--- src/rtl/dp_arbiter.sv ---
// Four-requester round-robin arbiter feeding a shared fixed-latency 8-bit datapath.
// Optional macro ARB_PRIO0_EN gives requester 0 strict priority over requesters 1-3.
module dp_arbiter #(
  parameter int unsigned DP_LAT = 2  // legal range 1..8
) (
  input  logic        clk,
  input  logic        rst,
  input  logic [3:0]  req_valid,
  input  logic [31:0] req_data,
  output logic [3:0]  req_ready,
  output logic [7:0]  dp_i_data,
  input  logic [7:0]  dp_o_y,
  output logic        rsp_valid,
  output logic [1:0]  rsp_id,
  output logic [7:0]  rsp_data,
  output logic        busy
);

  // One extra stage so the tag lines up with the edge that samples dp_o_y.
  localparam int unsigned Stages = DP_LAT + 1;

  logic [1:0]        ptr_q;
  logic [3:0]        grant;
  logic [1:0]        grant_id;
  logic              grant_any;
  logic [1:0]        idx;
  logic [Stages-1:0] tag_v_q;
  logic [1:0]        tag_id_q [Stages];

  always_comb begin
    grant     = 4'b0000;
    grant_id  = 2'd0;
    grant_any = 1'b0;
    idx       = 2'd0;
`ifdef ARB_PRIO0_EN
    if (req_valid[0]) begin
      grant[0]  = 1'b1;
      grant_any = 1'b1;
    end else begin
      for (int i = 0; i < 4; i++) begin
        idx = ptr_q + 2'(i);
        if (!grant_any && idx != 2'd0 && req_valid[idx]) begin
          grant[idx] = 1'b1;
          grant_id   = idx;
          grant_any  = 1'b1;
        end
      end
    end
`else
    for (int i = 0; i < 4; i++) begin
      idx = ptr_q + 2'(i);
      if (!grant_any && req_valid[idx]) begin
        grant[idx] = 1'b1;
        grant_id   = idx;
        grant_any  = 1'b1;
      end
    end
`endif
  end

  assign req_ready = rst ? 4'b0000 : grant;
  assign busy      = |tag_v_q;

  always_ff @(posedge clk or posedge rst) begin
    if (rst) begin
      ptr_q     <= 2'd0;
      dp_i_data <= 8'h00;
      tag_v_q   <= '0;
      for (int s = 0; s < Stages; s++) tag_id_q[s] <= 2'd0;
      rsp_valid <= 1'b0;
      rsp_id    <= 2'd0;
      rsp_data  <= 8'h00;
    end else begin
`ifdef ARB_PRIO0_EN
      // Strict-priority grants to requester 0 leave the rotation untouched.
      if (grant_any && grant_id != 2'd0) ptr_q <= grant_id + 2'd1;
`else
      if (grant_any) ptr_q <= grant_id + 2'd1;
`endif
      if (grant_any) dp_i_data <= req_data[8*grant_id +: 8];
      tag_v_q     <= {tag_v_q[Stages-2:0], grant_any};
      tag_id_q[0] <= grant_id;
      for (int s = 1; s < Stages; s++) tag_id_q[s] <= tag_id_q[s-1];
      rsp_valid <= tag_v_q[Stages-1];
      if (tag_v_q[Stages-1]) begin
        rsp_id   <= tag_id_q[Stages-1];
        rsp_data <= dp_o_y;
      end
    end
  end

endmodule

--- config.mk ---
export PLATFORM = sky130hd
export DESIGN_NAME = dp_arbiter
export DESIGN_NICKNAME = d
export VERILOG_FILES = /design/src/rtl/dp_arbiter.sv
export SDC_FILE = /design/constraint.sdc
export NUM_CORES = 1
export LEC_CHECK = 0
export BUFFER_PORTS_ARGS = -buffer_cell sky130_fd_sc_hd__buf_2
export CELL_PAD_IN_SITES_DETAIL_PLACEMENT = 0
export CELL_PAD_IN_SITES_GLOBAL_PLACEMENT = 2
export CORE_UTILIZATION = 27
export DETAILED_ROUTE_END_ITERATION = 12
export PLACE_DENSITY_LB_ADDON = 0.1
export SLEW_MARGIN = 20
export SYNTH_ARGS = -nofsm -noshare
export SYNTH_HDL_FRONTEND = slang
export SYNTH_SLANG_ARGS = --single-unit
--- constraint.sdc ---
create_clock -name clk -period 2.7 [get_ports clk]
set_clock_uncertainty 0.05 [all_clocks]
set_input_delay 0.135 -clock clk [delete_from_list [all_inputs] [get_ports clk]]
set_output_delay 0.135 -clock clk [all_outputs]
set_load 0.01 [all_outputs]
# Word level (Yosys, flattened, before mapping)
# Cells that the tools add are included.
[classes]
add_sub_neg = 4
bitwise_logic = 3
n_lt_le_gt_ge = 8
reduce_logical = 11
n_shift = 1
mux = 29
[op_table]
columns = ["cell", "n"]
rows = [
  ["$shiftx 32x6->8", 1],
  ["$mux 4", 5],
  ["$lt 2x3->1 const B", 4],
  ["$mux 1", 12],
  ["$or 4x4->4", 3],
  ["$bmux 1 s2", 4],
  ["$demux 1 s2", 4],
  ["$ge 2x1->1 const B", 4],
  ["$mux 2", 4],
  ["$logic_and 1x1->1", 7],
  ["$add 2x1->2 const B", 2],
  ["$add 2x2->2 const B", 2],
  ["$logic_not 1->1", 3],
  ["$reduce_or 3->1", 1],
]
[totals]
reg_bits = 30
output_inout_bits = 24
inputBits = 46

# Logic depth before layout (Yosys ltp)
# Gate-level depths: netlist (run 1).
[logic_depth]
depth_word = 13
mapped_depth = 12
ltp_nobuf = 8

# Least setup slack after synthesis (run 1)
# OpenSTA, ideal clock, no wires.
[synth_timing]
path_type = "register to register"
from = "register ptr_q[0]"
to = "register dp_i_data[0]"
path_buffers = 4
arrival_ns = 2.572
setup_slack_ns = -0.060
setup_ns = 0.138
stages_incl_launch_ff = 12
cell_sequence = "dfrtp_1 -> buf_4 -> inv_1 -> ha_1 -> buf_2 -> mux4_2 -> buf_6 -> a2111oi_0 -> o41a_2 -> buf_6 -> o221a_1 -> a211oi_1"
[synth_between]
elab_chain_len = 13
[synth_rtl]
columns = ["element", "line", "rtl"]
rows = [
  ["start: declaration", "22", "logic [1:0] ptr_q;"],
  ["start signal: assignment", "78", "if (grant_any) ptr_q <= grant_id + 2'd1;"],
  ["branches (longest 11 deep; another with $add 2x1->2)", "--", ""],
  ["$mux 2 (*)", "52", "if (!grant_any && req_valid[idx]) begin"],
  ["named net grant_id[1]", "24", "logic [1:0] grant_id;"],
  ["$shiftx 32x6->8 (*)", "80", "if (grant_any) dp_i_data <= req_data[8*grant_id +: 8];"],
  ["end signal: assignment", "80", ""],
  ["end: declaration", "11", "output logic [7:0] dp_i_data,"],
]
# Mark *: on every way through the listed nets, which the timed path passes. The select of a mux whose other input is x is not followed.
# A chain may end at the register's enable or synchronous reset.

# Worst setup path after layout (run 1)
[layout_timing]
from = "register ptr_q[0]"
to = "register dp_i_data[6]"
[layout_between]
elab_chain_len = 13
[layout_rtl]
columns = ["element"]
rows = [
  ["branches (longest 13 deep; another with $add 2x1->2)"],
]
# Several ways; the timed one is not identified. The select of a mux whose other input is x is not followed.

==> flow_summary.toml, run 1 <==
[outcome]
status = "finished, final reports clean"

[global_route]
grt_overflow = 0
grt_pass1_vias = 1770
gr-usage-all-layers_pct = 15.44
grt_pass1_wl_mm = 9.135
grt_max_degree = 31
antenna_found_initial = 0

[job]
cap_violations = 0

[detailed_routing]
routed_via_density = 4.899
drt_iter0_drc = 48
drc = 0
routedWlPerCell_um = 15.87
wl_mm = 5.950
firstDrtPassIters = 4
antenna_left = 0
dr_total_vias = 1837

[power]
vdd_drop_max_uv = 409.0
power.total_mw = 3.264
power.density_nw_per_um2 = 1214
leakage_nw = 1.236

[hold_path]
hold_depth = 2
hold_class = "input pin to flop"

[clock_network]
h-tree-depth = 2
clk_pin_slew_ns = 0.06
clock_latency_ns = 0.27
cts_tree = "done"
cts_buffers = 5
cts_root_buffer = "clkbuf_8"
cts.sinks = 30
clockBufferDepth = 2

[sta]
period_minus_slack_ns = 2.547
drv_slew = 0
rsz0062_at_grt = "no"
fin_tns_setup_ns = 0
relSlewSlack_pct = 69.92
final_hold_viol_count = 0
tightest_slew_ns = 0.4512
period_share_pct = 94.32
max_freq_ghz = 0.3927
setup_violations = 0

[setup_path]
critPathRequiredTime_ns = 2.80
r2r_start = "ptr_q[0]"
slowest_stage = "mux4_2"
critical-path-top-delay-family = "compound AO/OA/AOI/OAI gates"
r2r_cells = 7
max_stage_delay_ns = 0.57
crit_end = "dp_i_data[6]"
worstSetupStartpoint = "ptr_q[0]"
startpoint_type = "flop"
path_cells = "buf_6, mux4_2, buf_4, a2111oi_4, o41a_2, o221a_1, a211oi_1"
critPathArrivalTime_ns = 2.65
critPathBufInv = 2
r2r-end = "dp_i_data[6]"
path_depth = 7
critPathKind = "flop to flop"
critPathMaxFanout = 11
worstSetupEndpointType = "flop"
r2r_slack_ns = 0.15

[final_layout]
area_growth_pct = 30.72
antennaDiodeCount = 0
layout.nets = 330
drive_above_1_share_pct = 43.84
layoutNonFillerInstCount = 375
layout_commonest_cell = "buf_2"
fillCellCount = 806
finalInstanceArea_um2 = 2689
final_cell_mix = "69 x buf_2, 30 x nor2_1, 29 x dfrtp_1"

[floorplanning]
core_area_um2 = 7292
dieArea_um2 = 7972
die_width_um = 89.29
fp.dieH_um = 89.29
ios = 70
rows = 31
start_util_pct = 28.21

[placed_design]
dpl_cell_area_um2 = 2534
gp_congestion = 0.7026
dpl.cell_count = 365
portBuffers = 69
dpl.hpwl_mm = 4.317

[synthesis]
syn_inst = 199
yosys_warnings = 0
ys_seq_area_share_pct = 36.50
ys_types = 48
syn-cell-area_um2 = 2057
syn_nets = 253
ys_seq_elements = 30
syn_area_per_cell_um2 = 10.34
-- final cells by class --
| class | count | area (µm²) | area share [%] |
|---|---|---|---|
| Clock buffer | 5 | 68.82 | 2.559 |
| Sequential cell | 30 | 752.0 | 27.97 |
| Multi-Input combinational cell | 148 | 1240 | 46.11 |
| Timing Repair Buffer | 85 | 471.7 | 17.54 |
| Clock inverter | 2 | 10.01 | 0.3723 |
| Tap cell | 99 | 123.9 | 4.607 |
| Inverter | 6 | 22.52 | 0.8376 |
-- registers in the layout, indices dropped and copies added (netlist names) --
name and flops:
tag_id_q 6, rsp_id 2, rsp_data 8, dp_i_data 8, rsp_valid 1, tag_v_q 3, ptr_q 2
-- layer usage --
| layer | vias to the layer above | routed length (µm) | track usage, % |
|---|---|---|---|
| met3 | 5 | 256 | 3.324 |
| met4 | 0 | 53 | 4.906 |
| met2 | 48 | 2903 | 26.09 |
| met5 | - | 0 | 0 |
| met1 | 885 | 2736 | 19.65 |
| li1 | 899 | - | - |
-- through the flow --
step / worst slack (ns) / util, % / hold slack, ns
after global routing: 0.03087 / 36.87 / 0.03202
final: 0.1533 / 36.87 / 0.04012
after global placement: 0.08146 / 34.75 / 0.2274
after detailed placement: -0.001698 / 34.75 / 0.2307
after CTS: 0.006302 / 36.31 / 0.02535
after floorplan: 0.07121 / - / 0.1757
-- how the worst min path moves through the flow --
| stage | from | end | slack [ns] |
|---|---|---|---|
| final | dp_o_y[3] | rsp_data[3] | 0.04 |
| after global routing | dp_o_y[3] | rsp_data[3] | 0.03 |
| after CTS | dp_o_y[3] | rsp_data[3] | 0.03 |
| after detailed placement | rst | rsp_data[4] | 0.23 |
| after global placement | rst | rsp_data[4] | 0.23 |
| after floorplan | rst | dp_i_data[0] | 0.18 |
-- cell usage after synthesis (all sizes together) --
| master | instances | share of area, % |
|---|---|---|
| nor2 | 32 | 6.1 |
| xnor2 | 1 | 0.43 |
| nor4 | 1 | 0.61 |
| nor3b | 2 | 0.73 |
| mux2i | 19 | 9.2 |
| a221oi | 4 | 1.7 |
| dfrtp | 30 | 36 |
| o31ai | 7 | 2.6 |
| ha | 8 | 4.9 |
| o211ai | 2 | 0.97 |
| or3 | 1 | 0.30 |
| a2111oi | 1 | 0.43 |
| o21bai | 1 | 0.37 |
| o21a | 2 | 0.79 |
| nand3 | 3 | 0.97 |
| a21oi | 7 | 2.3 |
| nand4b | 1 | 0.43 |
| o41a | 1 | 0.61 |
| a21boi | 2 | 0.73 |
| clkbuf | 4 | 0.73 |
| nor2b | 3 | 1.3 |
| a41o | 1 | 0.49 |
| a22oi | 4 | 1.5 |
| nand3b | 1 | 0.37 |
| inv | 5 | 0.91 |
| a31oi | 2 | 0.61 |
| a211oi | 7 | 2.6 |
| a22o | 2 | 0.85 |
| nand2 | 7 | 1.3 |
| clkinv | 1 | 0.18 |
| and3b | 1 | 0.43 |
| mux2 | 10 | 5.5 |
| o221a | 7 | 3.8 |
| o21ai | 2 | 1.0 |
| buf | 12 | 4.1 |
| and2 | 1 | 0.30 |
| mux4 | 3 | 3.3 |
| nand4 | 1 | 0.30 |
-- report_power, final --
part	internal (mW)	switching [mW]	leakage, nW
combinational	1.00	1.26	0.858
clock	0.172	0.154	0.0438
sequential	0.612	0.0646	0.334
total	1.79	1.48	1.24
-- worst reg2reg max path, delay by kind of cell (launching register included) --
kind                   cells  cell delay, ns
multiplexers               1            0.58
flip-flops                 1            0.39
buffers and inverters      2            0.40
AO/OA/AOI/OAI              4            1.01
-- logic make-up (layout without fill, tap and decap cells) --
family | after synthesis | count (layout) | synth area share, %
flops | 30 | 30 | 36.50
simple gates | 54 | 54 | 13.08
compound gates | 52 | 53 | 21.23
xor+xnor | 1 | 1 | 0.4259
fa+ha+maj | 8 | 8 | 4.866
buf+inv | 22 | 98 | 5.899
mux | 32 | 32 | 18.00
-- repair_timing --
action / in CTS / in global routing
pin swaps: 1 / 0
setup endpoints to repair: 4 / 11
gates resized for setup: 2 / 5
hold buffers: 1 / 0
hold endpoints to repair: 30 / 0
gates cloned: 1 / 0
setup buffers: 1 / 0
Power figures use the tool's default switching activity.
==> inputs of run 2 (changes only) <==
--- a/config.mk
+++ b/config.mk
@@ -8,7 +8,9 @@
 export BUFFER_PORTS_ARGS = -buffer_cell sky130_fd_sc_hd__buf_2
 export CELL_PAD_IN_SITES_DETAIL_PLACEMENT = 0
 export CELL_PAD_IN_SITES_GLOBAL_PLACEMENT = 2
-export CORE_UTILIZATION = 27
+export CORE_ASPECT_RATIO = 0.9
+export CORE_MARGIN = 3
+export CORE_UTILIZATION = 30
 export DETAILED_ROUTE_END_ITERATION = 12
 export PLACE_DENSITY_LB_ADDON = 0.1
 export SLEW_MARGIN = 20
==> constraint.sdc (replaced) <==
create_clock -name clk -period 2.9 [get_ports clk]
set_clock_uncertainty 0.05 [all_clocks]
set_input_delay 0.145 -clock clk [delete_from_list [all_inputs] [get_ports clk]]
set_output_delay 0.145 -clock clk [all_outputs]
set_load 0.01 [all_outputs]
==> flow_summary.toml, run 2 (synthesis gave the netlist of run 1 again) <==
[power]
power.density_nw_per_um2 = 1116
power.total_mw = 2.917
leakage_nw = 1.224
vdd_drop_max_uv = 402.0

[hold_path]
hold_depth = 2
min_to = "rsp_data[6]"
min_from = "dp_o_y[6]"
hold_class = "input pin to flop"

[job]
cap_violations = 0

[sta]
rsz0062_at_grt = "no"
final_hold_viol_count = 0
tightest_slew_ns = 0.4593
drv_slew = 0
relSlewSlack_pct = 69.38
period_minus_slack_ns = 2.695
fin_tns_setup_ns = 0
max_freq_ghz = 0.3710
setup_violations = 0
period_share_pct = 92.95

[setup_path]
r2r_cells = 8
startpoint_type = "flop"
critPathRequiredTime_ns = 2.99
worstSetupEndpointType = "flop"
critPathMaxFanout = 11
r2r_start = "ptr_q[1]"
critPathArrivalTime_ns = 2.78
r2r_slack_ns = 0.20
r2r-end = "dp_i_data[7]"
critPathKind = "flop to flop"

[clock_network]
cts.sinks = 30
clock_latency_ns = 0.27
cts_tree = "done"
cts_root_buffer = "clkbuf_8"
h-tree-depth = 2
clockBufferDepth = 2
cts_buffers = 5
clk_pin_slew_ns = 0.07

[floorplanning]
dieArea_um2 = 7888
rows = 27
ios = 70
die_width_um = 93.29
start_util_pct = 32.22
core_area_um2 = 6385
fp.dieH_um = 84.56

[final_layout]
area_growth_pct = 27.07
antennaDiodeCount = 0
drive_above_1_share_pct = 42.34
top_regs = "dp_i_data x8, rsp_data x8, tag_id_q x6"
layout_commonest_cell = "buf_2"
seqCellArea_um2 = 750.7
layout.nets = 327
final_cell_mix = "69 x buf_2, 30 x nor2_1, 30 x dfrtp_1"
multi_input_area_um2 = 1187
fillCellCount = 654

[detailed_routing]
wl_mm = 5.581
antenna_left = 0
dr_total_vias = 1762
routedWlPerCell_um = 15.46
drt_iter0_drc = 42
routed_via_density = 4.881
drc = 0
firstDrtPassIters = 4

[global_route]
gr-usage-all-layers_pct = 14.20
grt_pass1_vias = 1727
grt_max_degree = 31
grt_pass1_wl_mm = 8.928
grt_overflow = 0
antenna_found_initial = 0

[placed_design]
dpl.hpwl_mm = 4.185
portBuffers = 69
gp_congestion = 0.7778

[outcome]
status = "finished, final reports clean"
## run 2: cell count changes in the layout (fill, tap and decap cells not counted), sizes merged
| cell | before | now |
|---|---|---|
| clkinv | 3 | 2 |
| buf | 84 | 82 |
| o41a | 2 | 1 |
| clkbuf | 5 | 7 |
## run 2: stage by stage
| step | area (µm²) | hold WS [ns] | worst slack, ns | utilization (%) | cells |
|---|---|---|---|---|---|
| 2_1_floorplan | 2057 | 0.1858 | 0.1401 | - | 199 |
| 3_3_place_gp | 2487 | 0.2364 | 0.2056 | 38.96 | 349 |
| 3_5_place_dp | 2487 | 0.2398 | 0.1437 | 38.96 | 349 |
| 4_1_cts | 2589 | 0.04001 | 0.07547 | 40.54 | 358 |
| 5_1_grt | 2614 | 0.04228 | 0.02403 | 40.94 | 361 |
| 6_report | 2614 | 0.05260 | 0.2046 | 40.94 | 361 |
## run 2: worst max-delay path, stage by stage, from the launching register on
cell	delay, ns
dfrtp_1	0.37
inv_1	0.15
ha_2	0.36
and3b_1	0.20
o211ai_2	0.15
nand3_2	0.13
o41a_2	0.65
nor2_2	0.36
a31oi_1	0.15
## run 2: repair_timing
item / 4_1_cts / 5_1_grt
hold buffers: 1 / 0
setup buffers: 0 / 3
endpoints found under the hold margin: 30 / 0
gates resized for setup: 0 / 1
endpoints found under the setup margin: 0 / 4
## run 2: cell type report
class,instances,area share (%)
flip-flops and latches,30,28.72
clock inverters,1,0.1915
multi-input cells,147,45.43
well taps,87,4.165
repair buffers,83,17.33
inverters,6,0.8617
clock buffers,7,3.303
## run 2: layer usage
layer / track usage [%] / wire length (µm) / share of wire, % / vias to the layer above
li1: - / - / - / 890
met5: 0 / 0 / 0 / -
met4: 3.196 / 29 / 0.52 / 0
met2: 20.91 / 2581 / 46 / 43
met1: 21.24 / 2656 / 48 / 827
met3: 2.957 / 313 / 5.6 / 2
## run 2: worst max path at each step
stage / from / to / slack (ns) / cells past startpoint
after floorplan: ptr_q[0] / dp_i_data[0] / 0.14 / 11
after global placement: ptr_q[1] / dp_i_data[6] / 0.21 / 7
after detailed placement: ptr_q[1] / dp_i_data[7] / 0.14 / 8
after CTS: ptr_q[1] / req_ready[3] / 0.08 / 10
after global routing: ptr_q[1] / req_ready[2] / 0.02 / 9
final: ptr_q[1] / dp_i_data[7] / 0.20 / 8
## run 2: power breakdown
group | leakage (nW) | switching (mW) | internal [mW]
clock network | 0.0482 | 0.148 | 0.191
registers | 0.335 | 0.0572 | 0.569
logic | 0.841 | 1.09 | 0.865
